[src/rtl/flappy_pkg.sv]
// Shared types and geometry defaults for the flappy game blocks.
// The bird, pipe generator and collision detector all import this package.
package flappy_pkg;

  localparam int DEF_ROWS      = 16;
  localparam int DEF_COLS      = 16;
  localparam int DEF_NUM_PIPES = 4;
  localparam int DEF_GAP_H     = 4;
  localparam int DEF_BIRD_COL  = 3;

  typedef logic [$clog2(DEF_ROWS)-1:0] row_t;
  typedef logic [$clog2(DEF_COLS)-1:0] col_t;

  typedef enum logic [1:0] {
    IDLE   = 2'd0,
    SCAN   = 2'd1,
    REPORT = 2'd2
  } det_state_t;

endpackage

[src/rtl/pipe_collision_detector_if.sv]
// Signal bundle between the collision detector, game control and the pipe table.
// The slave modport is the detector's view; master is the surrounding system.
interface pipe_collision_detector_if #(
  parameter int ROWS      = flappy_pkg::DEF_ROWS,
  parameter int COLS      = flappy_pkg::DEF_COLS,
  parameter int NUM_PIPES = flappy_pkg::DEF_NUM_PIPES
);
  localparam int RW = $clog2(ROWS);
  localparam int CW = $clog2(COLS);
  localparam int IW = $clog2(NUM_PIPES);

  logic          tick;
  logic          running;
  logic [RW-1:0] bird_row;
  logic [IW-1:0] pipe_idx;
  logic          pipe_valid;
  logic [CW-1:0] pipe_col;
  logic [RW-1:0] pipe_gap_top;
  logic          collision;
  logic          floor_hit;
  logic          busy;
  logic          overrun;

  modport slave (
    input  tick, running, bird_row, pipe_valid, pipe_col, pipe_gap_top,
    output pipe_idx, collision, floor_hit, busy, overrun
  );

  modport master (
    output tick, running, bird_row, pipe_valid, pipe_col, pipe_gap_top,
    input  pipe_idx, collision, floor_hit, busy, overrun
  );
endinterface

[src/rtl/pipe_hit_check.sv]
// Combinational test of one pipe-table entry against the bird position.
// A hit means the bird sits in the pipe's column but outside its open gap.
module pipe_hit_check #(
  parameter int ROWS     = flappy_pkg::DEF_ROWS,
  parameter int COLS     = flappy_pkg::DEF_COLS,
  parameter int GAP_H    = flappy_pkg::DEF_GAP_H,
  parameter int BIRD_COL = flappy_pkg::DEF_BIRD_COL
) (
  input  logic                    i_valid,
  input  logic [$clog2(ROWS)-1:0] i_row,
  input  logic [$clog2(COLS)-1:0] i_col,
  input  logic [$clog2(ROWS)-1:0] i_gap_top,
  output logic                    o_hit
);
  localparam int RW = $clog2(ROWS);
  localparam int CW = $clog2(COLS);

  // One extra bit so a gap running past the floor row does not wrap to the top.
  logic [RW:0] w_gap_end;
  logic        w_above;
  logic        w_below;
  logic        w_col_match;

  assign w_gap_end   = {1'b0, i_gap_top} + (RW+1)'(GAP_H);
  assign w_above     = i_row < i_gap_top;
  assign w_below     = {1'b0, i_row} >= w_gap_end;
  assign w_col_match = i_col == CW'(BIRD_COL);
  assign o_hit       = i_valid && w_col_match && (w_above || w_below);

endmodule

[src/rtl/pipe_collision_detector.sv]
// Per-tick scan of the pipe table against the bird; emits a one-cycle collision
// pulse (qualified by floor_hit) a fixed NUM_PIPES+1 cycles after the tick.
module pipe_collision_detector
  import flappy_pkg::*;
#(
  parameter int ROWS      = DEF_ROWS,
  parameter int COLS      = DEF_COLS,
  parameter int NUM_PIPES = DEF_NUM_PIPES,
  parameter int GAP_H     = DEF_GAP_H,
  parameter int BIRD_COL  = DEF_BIRD_COL
) (
  input  logic                        clk,
  input  logic                        reset,
  pipe_collision_detector_if.slave    bus
);
  localparam int RW = $clog2(ROWS);
  localparam int IW = $clog2(NUM_PIPES);

  det_state_t    r_state;
  logic [IW-1:0] r_idx;
  logic          r_hit;
  logic          r_fhit;
  logic          r_coll;
  logic          r_floor;
  logic          r_ovr;
  logic [RW-1:0] r_row_q;

  det_state_t    w_state_nxt;
  logic [IW-1:0] w_idx_nxt;
  logic          w_hit_nxt;
  logic          w_fhit_nxt;
  logic          w_coll_nxt;
  logic          w_floor_nxt;
  logic          w_ovr_nxt;
  logic          w_capture;
  logic          w_entry_hit;

  pipe_hit_check #(
    .ROWS     (ROWS),
    .COLS     (COLS),
    .GAP_H    (GAP_H),
    .BIRD_COL (BIRD_COL)
  ) u_hit_check (
    .i_valid   (bus.pipe_valid),
    .i_row     (r_row_q),
    .i_col     (bus.pipe_col),
    .i_gap_top (bus.pipe_gap_top),
    .o_hit     (w_entry_hit)
  );

  always_comb begin
    w_state_nxt = r_state;
    w_idx_nxt   = r_idx;
    w_hit_nxt   = r_hit;
    w_fhit_nxt  = r_fhit;
    w_coll_nxt  = 1'b0;
    w_floor_nxt = 1'b0;
    w_ovr_nxt   = r_ovr | (bus.tick & (r_state != IDLE));
    w_capture   = 1'b0;
    case (r_state)
      IDLE: begin
        if (bus.tick && bus.running) begin
          w_capture   = 1'b1;
          w_idx_nxt   = '0;
          w_hit_nxt   = 1'b0;
          w_fhit_nxt  = bus.bird_row == RW'(ROWS-1);
          w_state_nxt = SCAN;
        end
      end
      SCAN: begin
        // Game over mid-scan: drop the partial result so no stale pulse escapes.
        if (!bus.running) begin
          w_idx_nxt   = '0;
          w_hit_nxt   = 1'b0;
          w_fhit_nxt  = 1'b0;
          w_state_nxt = IDLE;
        end else begin
          w_hit_nxt = r_hit | w_entry_hit;
          if (r_idx == IW'(NUM_PIPES-1)) begin
            w_state_nxt = REPORT;
          end else begin
            w_idx_nxt = r_idx + 1'b1;
          end
        end
      end
      REPORT: begin
        w_coll_nxt  = r_hit | r_fhit;
        w_floor_nxt = r_fhit;
        w_idx_nxt   = '0;
        w_state_nxt = IDLE;
      end
      default: begin
        w_state_nxt = IDLE;
        w_idx_nxt   = '0;
      end
    endcase
  end

  always_ff @(posedge clk or posedge reset) begin
    if (reset) begin
      r_state <= IDLE;
      r_idx   <= '0;
      r_hit   <= 1'b0;
      r_fhit  <= 1'b0;
      r_coll  <= 1'b0;
      r_floor <= 1'b0;
      r_ovr   <= 1'b0;
    end else begin
      r_state <= w_state_nxt;
      r_idx   <= w_idx_nxt;
      r_hit   <= w_hit_nxt;
      r_fhit  <= w_fhit_nxt;
      r_coll  <= w_coll_nxt;
      r_floor <= w_floor_nxt;
      r_ovr   <= w_ovr_nxt;
    end
  end

  // Captured row is pure data and only meaningful while the FSM is busy.
  always_ff @(posedge clk) begin
    if (w_capture) begin
      r_row_q <= bus.bird_row;
    end
  end

  assign bus.pipe_idx  = r_idx;
  assign bus.collision = r_coll;
  assign bus.floor_hit = r_floor;
  assign bus.busy      = r_state != IDLE;
  assign bus.overrun   = r_ovr;

endmodule
[src/flat_wrapper.sv]
// flat-port wrapper written by rule: the top's interface ports become plain ports
module pipe_collision_detector_flat import flappy_pkg::*;
#(
  parameter int ROWS      = DEF_ROWS,
  parameter int COLS      = DEF_COLS,
  parameter int NUM_PIPES = DEF_NUM_PIPES,
  parameter int GAP_H     = DEF_GAP_H,
  parameter int BIRD_COL  = DEF_BIRD_COL
)
  (clk, reset, bus_tick, bus_running, bus_bird_row, bus_pipe_valid, bus_pipe_col, bus_pipe_gap_top, bus_pipe_idx, bus_collision, bus_floor_hit, bus_busy, bus_overrun);
  pipe_collision_detector_if #(.ROWS(ROWS), .COLS(COLS), .NUM_PIPES(NUM_PIPES)) bus_i ();
  input  logic clk;
  input  logic reset;
  input wire logic [$bits(bus_i.tick)-1:0] bus_tick;
  input wire logic [$bits(bus_i.running)-1:0] bus_running;
  input wire logic [$bits(bus_i.bird_row)-1:0] bus_bird_row;
  input wire logic [$bits(bus_i.pipe_valid)-1:0] bus_pipe_valid;
  input wire logic [$bits(bus_i.pipe_col)-1:0] bus_pipe_col;
  input wire logic [$bits(bus_i.pipe_gap_top)-1:0] bus_pipe_gap_top;
  output wire logic [$bits(bus_i.pipe_idx)-1:0] bus_pipe_idx;
  output wire logic [$bits(bus_i.collision)-1:0] bus_collision;
  output wire logic [$bits(bus_i.floor_hit)-1:0] bus_floor_hit;
  output wire logic [$bits(bus_i.busy)-1:0] bus_busy;
  output wire logic [$bits(bus_i.overrun)-1:0] bus_overrun;
  assign bus_i.tick = bus_tick;
  assign bus_i.running = bus_running;
  assign bus_i.bird_row = bus_bird_row;
  assign bus_i.pipe_valid = bus_pipe_valid;
  assign bus_i.pipe_col = bus_pipe_col;
  assign bus_i.pipe_gap_top = bus_pipe_gap_top;
  assign bus_pipe_idx = bus_i.pipe_idx;
  assign bus_collision = bus_i.collision;
  assign bus_floor_hit = bus_i.floor_hit;
  assign bus_busy = bus_i.busy;
  assign bus_overrun = bus_i.overrun;
  pipe_collision_detector #(.ROWS(ROWS), .COLS(COLS), .NUM_PIPES(NUM_PIPES), .GAP_H(GAP_H), .BIRD_COL(BIRD_COL)) u_core (.clk(clk), .reset(reset), .bus(bus_i));
endmodule
[config.mk]
export PLATFORM = sky130hd
export DESIGN_NAME = pipe_collision_detector_flat
export DESIGN_NICKNAME = d
export VERILOG_FILES = /design/src/rtl/flappy_pkg.sv /design/src/rtl/pipe_collision_detector_if.sv /design/src/rtl/pipe_hit_check.sv /design/src/rtl/pipe_collision_detector.sv /design/src/flat_wrapper.sv
export SDC_FILE = /design/constraint.sdc
export NUM_CORES = 1
export LEC_CHECK = 0
export BUFFER_PORTS_ARGS = -buffer_cell sky130_fd_sc_hd__buf_2
export CORE_MARGIN = 2
export CORE_UTILIZATION = 40
export CTS_CLUSTER_SIZE = 28
export DETAILED_ROUTE_END_ITERATION = 10
export HOLD_SLACK_MARGIN = 0.1
export PLACE_DENSITY = 0.65
export REMOVE_ABC_BUFFERS = 1
export SLEW_MARGIN = 40
export SYNTH_ARGS = -nofsm -noshare
export SYNTH_HDL_FRONTEND = slang
export SYNTH_HIERARCHICAL = 1
export SYNTH_SLANG_ARGS = --single-unit
[constraint.sdc]
create_clock -name clk -period 2.02 [get_ports clk]
set_input_delay 0 -clock clk [delete_from_list [all_inputs] [get_ports clk]]
set_output_delay 0 -clock clk [all_outputs]
set_load 0.02 [all_outputs]
==> flow_metrics.env <==
export IMPL_crit_family="compound AO/OA/AOI/OAI gates"
export IMPL_viasPerCell=4.87
export IMPL_cts_resized=0
export IMPL_path_cells="ha_1 -> nand2b_1 -> a21oi_1 -> a211o_1 -> a21oi_2 -> and2b_1 -> o22ai_1 -> a21oi_1"
export IMPL_slew_limit_headroom_pct=76.5
export IMPL_slowest_stage="edfxtp_1"
export IMPL_rows=15
export IMPL_final_area_um2=953
export IMPL_grt_start_max_net_pins=10
export IMPL_io_buffers=22
export IMPL_grt_ovfl_total=0
export IMPL_first_pass_iters=4
export IMPL_design_die_area_um2=2140
export IMPL_drt_iter0_drc=10
export IMPL_p_leak_nw=0.493
export IMPL_crit_type="flop to flop"
export IMPL_wirelength_um=1370
export IMPL_avgSynthCellArea_um2=10.5
export IMPL_ys_top_cells_by_count="inv_1, dfrtp_1, ha_1"
export IMPL_hold_class="input pin to async pin"
export IMPL_hold_viol_final=0
export IMPL_cp_start_kind="flop"
export IMPL_synth_top_flop_cell="dfrtp_1"
export IMPL_fin_nets=127
export IMPL_drive_gt1_share_pct=27.7
export IMPL_vias=614
export IMPL_rsz0062_at_grt="no"
export IMPL_cp_slowest_stage_delay_ns=0.40
export IMPL_area_delta_synth_final_pct=33.2
export IMPL_ys_warnings_count=6
export IMPL_synth_seq_cells=13
export IMPL_fin_tns_setup_ns=0
export IMPL_skew_ns=0.00173
export IMPL_yosysUniqueCellTypes=27
export IMPL_htreeDepth=1
export IMPL_end_kind="flop"
export IMPL_synthMostInstantiatedCell="inv_1"
export IMPL_path_common_cell="a21oi_1"
export IMPL_cts_tree="yes"
export IMPL_ios=23
export IMPL_power_density_nw_per_um2=588
export IMPL_dp_hpwl_um=1020
export IMPL_yosysTopAreaCell="dfrtp_1"
export IMPL_irDropWorstVdd_mv=0.307
export IMPL_synth_top_area_share_pct=31.5
export IMPL_clk_latency_ns=0.27
export IMPL_grt_pass1_wl_um=2320
export IMPL_cts_root_buf="clkbuf_4"
export IMPL_gp_congestion=0.811
export IMPL_path_max_fanout=2
export IMPL_syn_inst=68
export IMPL_synthTopCellsByArea="dfrtp_1, edfxtp_1, ha_1, inv_1, a21oi_1"
export IMPL_maxCapViolCount=0
export IMPL_setup_viol=0
export IMPL_fp_dieH_um=46.3
export IMPL_critPathBufInv=0
export IMPL_antenna_found_initial=0
export IMPL_clock_sinks=13
export IMPL_max_freq_mhz=603
export IMPL_syn_area_um2=716
export IMPL_yosysSeqAreaShare_pct=48.3
export IMPL_slew_violations=0
export IMPL_worstPathArrival_ns=1.86
export IMPL_ant_nets=0
export IMPL_status="completed"
export IMPL_tightest_slew_ns=0.352
export IMPL_synth_edf_count=4
export IMPL_die_width_um=46.3
export IMPL_grt_pass1_vias=574
export IMPL_cts_clk_slew_worst_paths_ns=0.08
export IMPL_cts_buffer_depth=2
export IMPL_finalCriticalPeriod_ns=1.66
export IMPL_core_area_um2=1710
export IMPL_wl_per_cell_um=10.9
export IMPL_start_util_pct=41.9
export IMPL_diodes=0
export IMPL_drc=0
export IMPL_async_flop_share_pct=69.2
export IMPL_post_route_period_util_pct=82.1
export IMPL_track_usage_pct=16.2
export IMPL_worstPathRequired_ns=2.22
export IMPL_placed_area_um2=857
export IMPL_numCtsBuffers=3
## registers in the layout, summed over array words and instances, names as in the netlist
register	flops
u_core/r_row_q	4
u_core/r_fhit	1
u_core/bus.collision	1
u_core/r_state	2
u_core/r_hit	1
u_core/bus.overrun	1
u_core/bus.floor_hit	1
u_core/bus.pipe_idx	2
## worst min-delay path: cells and delay by family
family   cells  cell delay (ns)
buf+inv      3             0.91
## timing repair
action | 4_1_cts | 5_1_grt
buffers inserted | 0 | 0
hold endpoints to repair | 19 | 0
hold buffers | 7 | 0
setup endpoints to repair | 0 | 0
## layout make-up
cell class                 instances  area (um^2)
timing repair buffer              29          180
sequential                        13          345
tap                               25         31.3
multi-input combinational         45          333
clock buffer                       4         26.3
fill                             158          754
inverter                          10         37.5
## power breakdown
group	leakage [nW]	internal (mW)	switching [mW]
Clock	0.0150	0.0765	0.0817
Combinational	0.323	0.0535	0.0559
Sequential	0.155	0.283	0.0103
Total	0.493	0.413	0.148
## routing by layer
layer	vias to the layer above	global-route usage [%]	wire length [um]
met3	4	3.53	81
met1	280	20.1	598
met2	19	24.7	657
met4	0	11.4	30
met5	-	0	0
li1	311	-	-
## worst paths after layout
kind | start | endpoint | slack [ns] | cells past startpoint
worst min-delay path | reset | u_core/bus.floor_hit | 0.22 | 3
min in group clk | bus_pipe_col[0] | u_core/r_hit | 0.30 | 6
max in group asynchronous | reset | u_core/bus.overrun | 1.54 | 3
worst max register to register | u_core/r_row_q[2] | u_core/r_hit | 0.36 | 8
worst min register to register | u_core/bus.overrun | u_core/bus.overrun | 0.47 | 1
worst max-delay path | u_core/r_row_q[2] | u_core/r_hit | 0.36 | 8
## kinds of logic after synthesis
group / count (synthesis) / share of synthesized area [%]
flops: 13 / 48.3
xor+xnor: 1 / 1.22
buf+inv: 10 / 5.25
simple gates: 18 / 13.8
fa+ha+maj: 8 / 14.0
compound gates: 18 / 17.5
## metrics by stage
step	util, %	hold WS, ns	setup WS [ns]	cells	power, mW
after global routing	55.8	0.263	0.201	126	0.591
after CTS	55.8	0.228	0.356	126	0.566
final	55.8	0.224	0.362	126	0.561
after global placement	50.2	-0.0221	0.463	115	0.395
after detailed placement	50.2	-0.0201	0.367	115	0.398
after floorplan	-	-0.172	0.498	68	0.360
## layout by cell type, fill, tap and decap left out, types with 2 or more instances in the layout
cell            n
o21ai_0         3
ha_1            8
edfxtp_1        4
nand4_1         2
dlygate4sd3_1   7
clkbuf_4        3
nor2_1          5
nand2_1         3
buf_2          22
dfrtp_1         9
nand3_1         2
a21oi_1         5
inv_1          10
No activity file was read; power rests on OpenSTA's default activity.
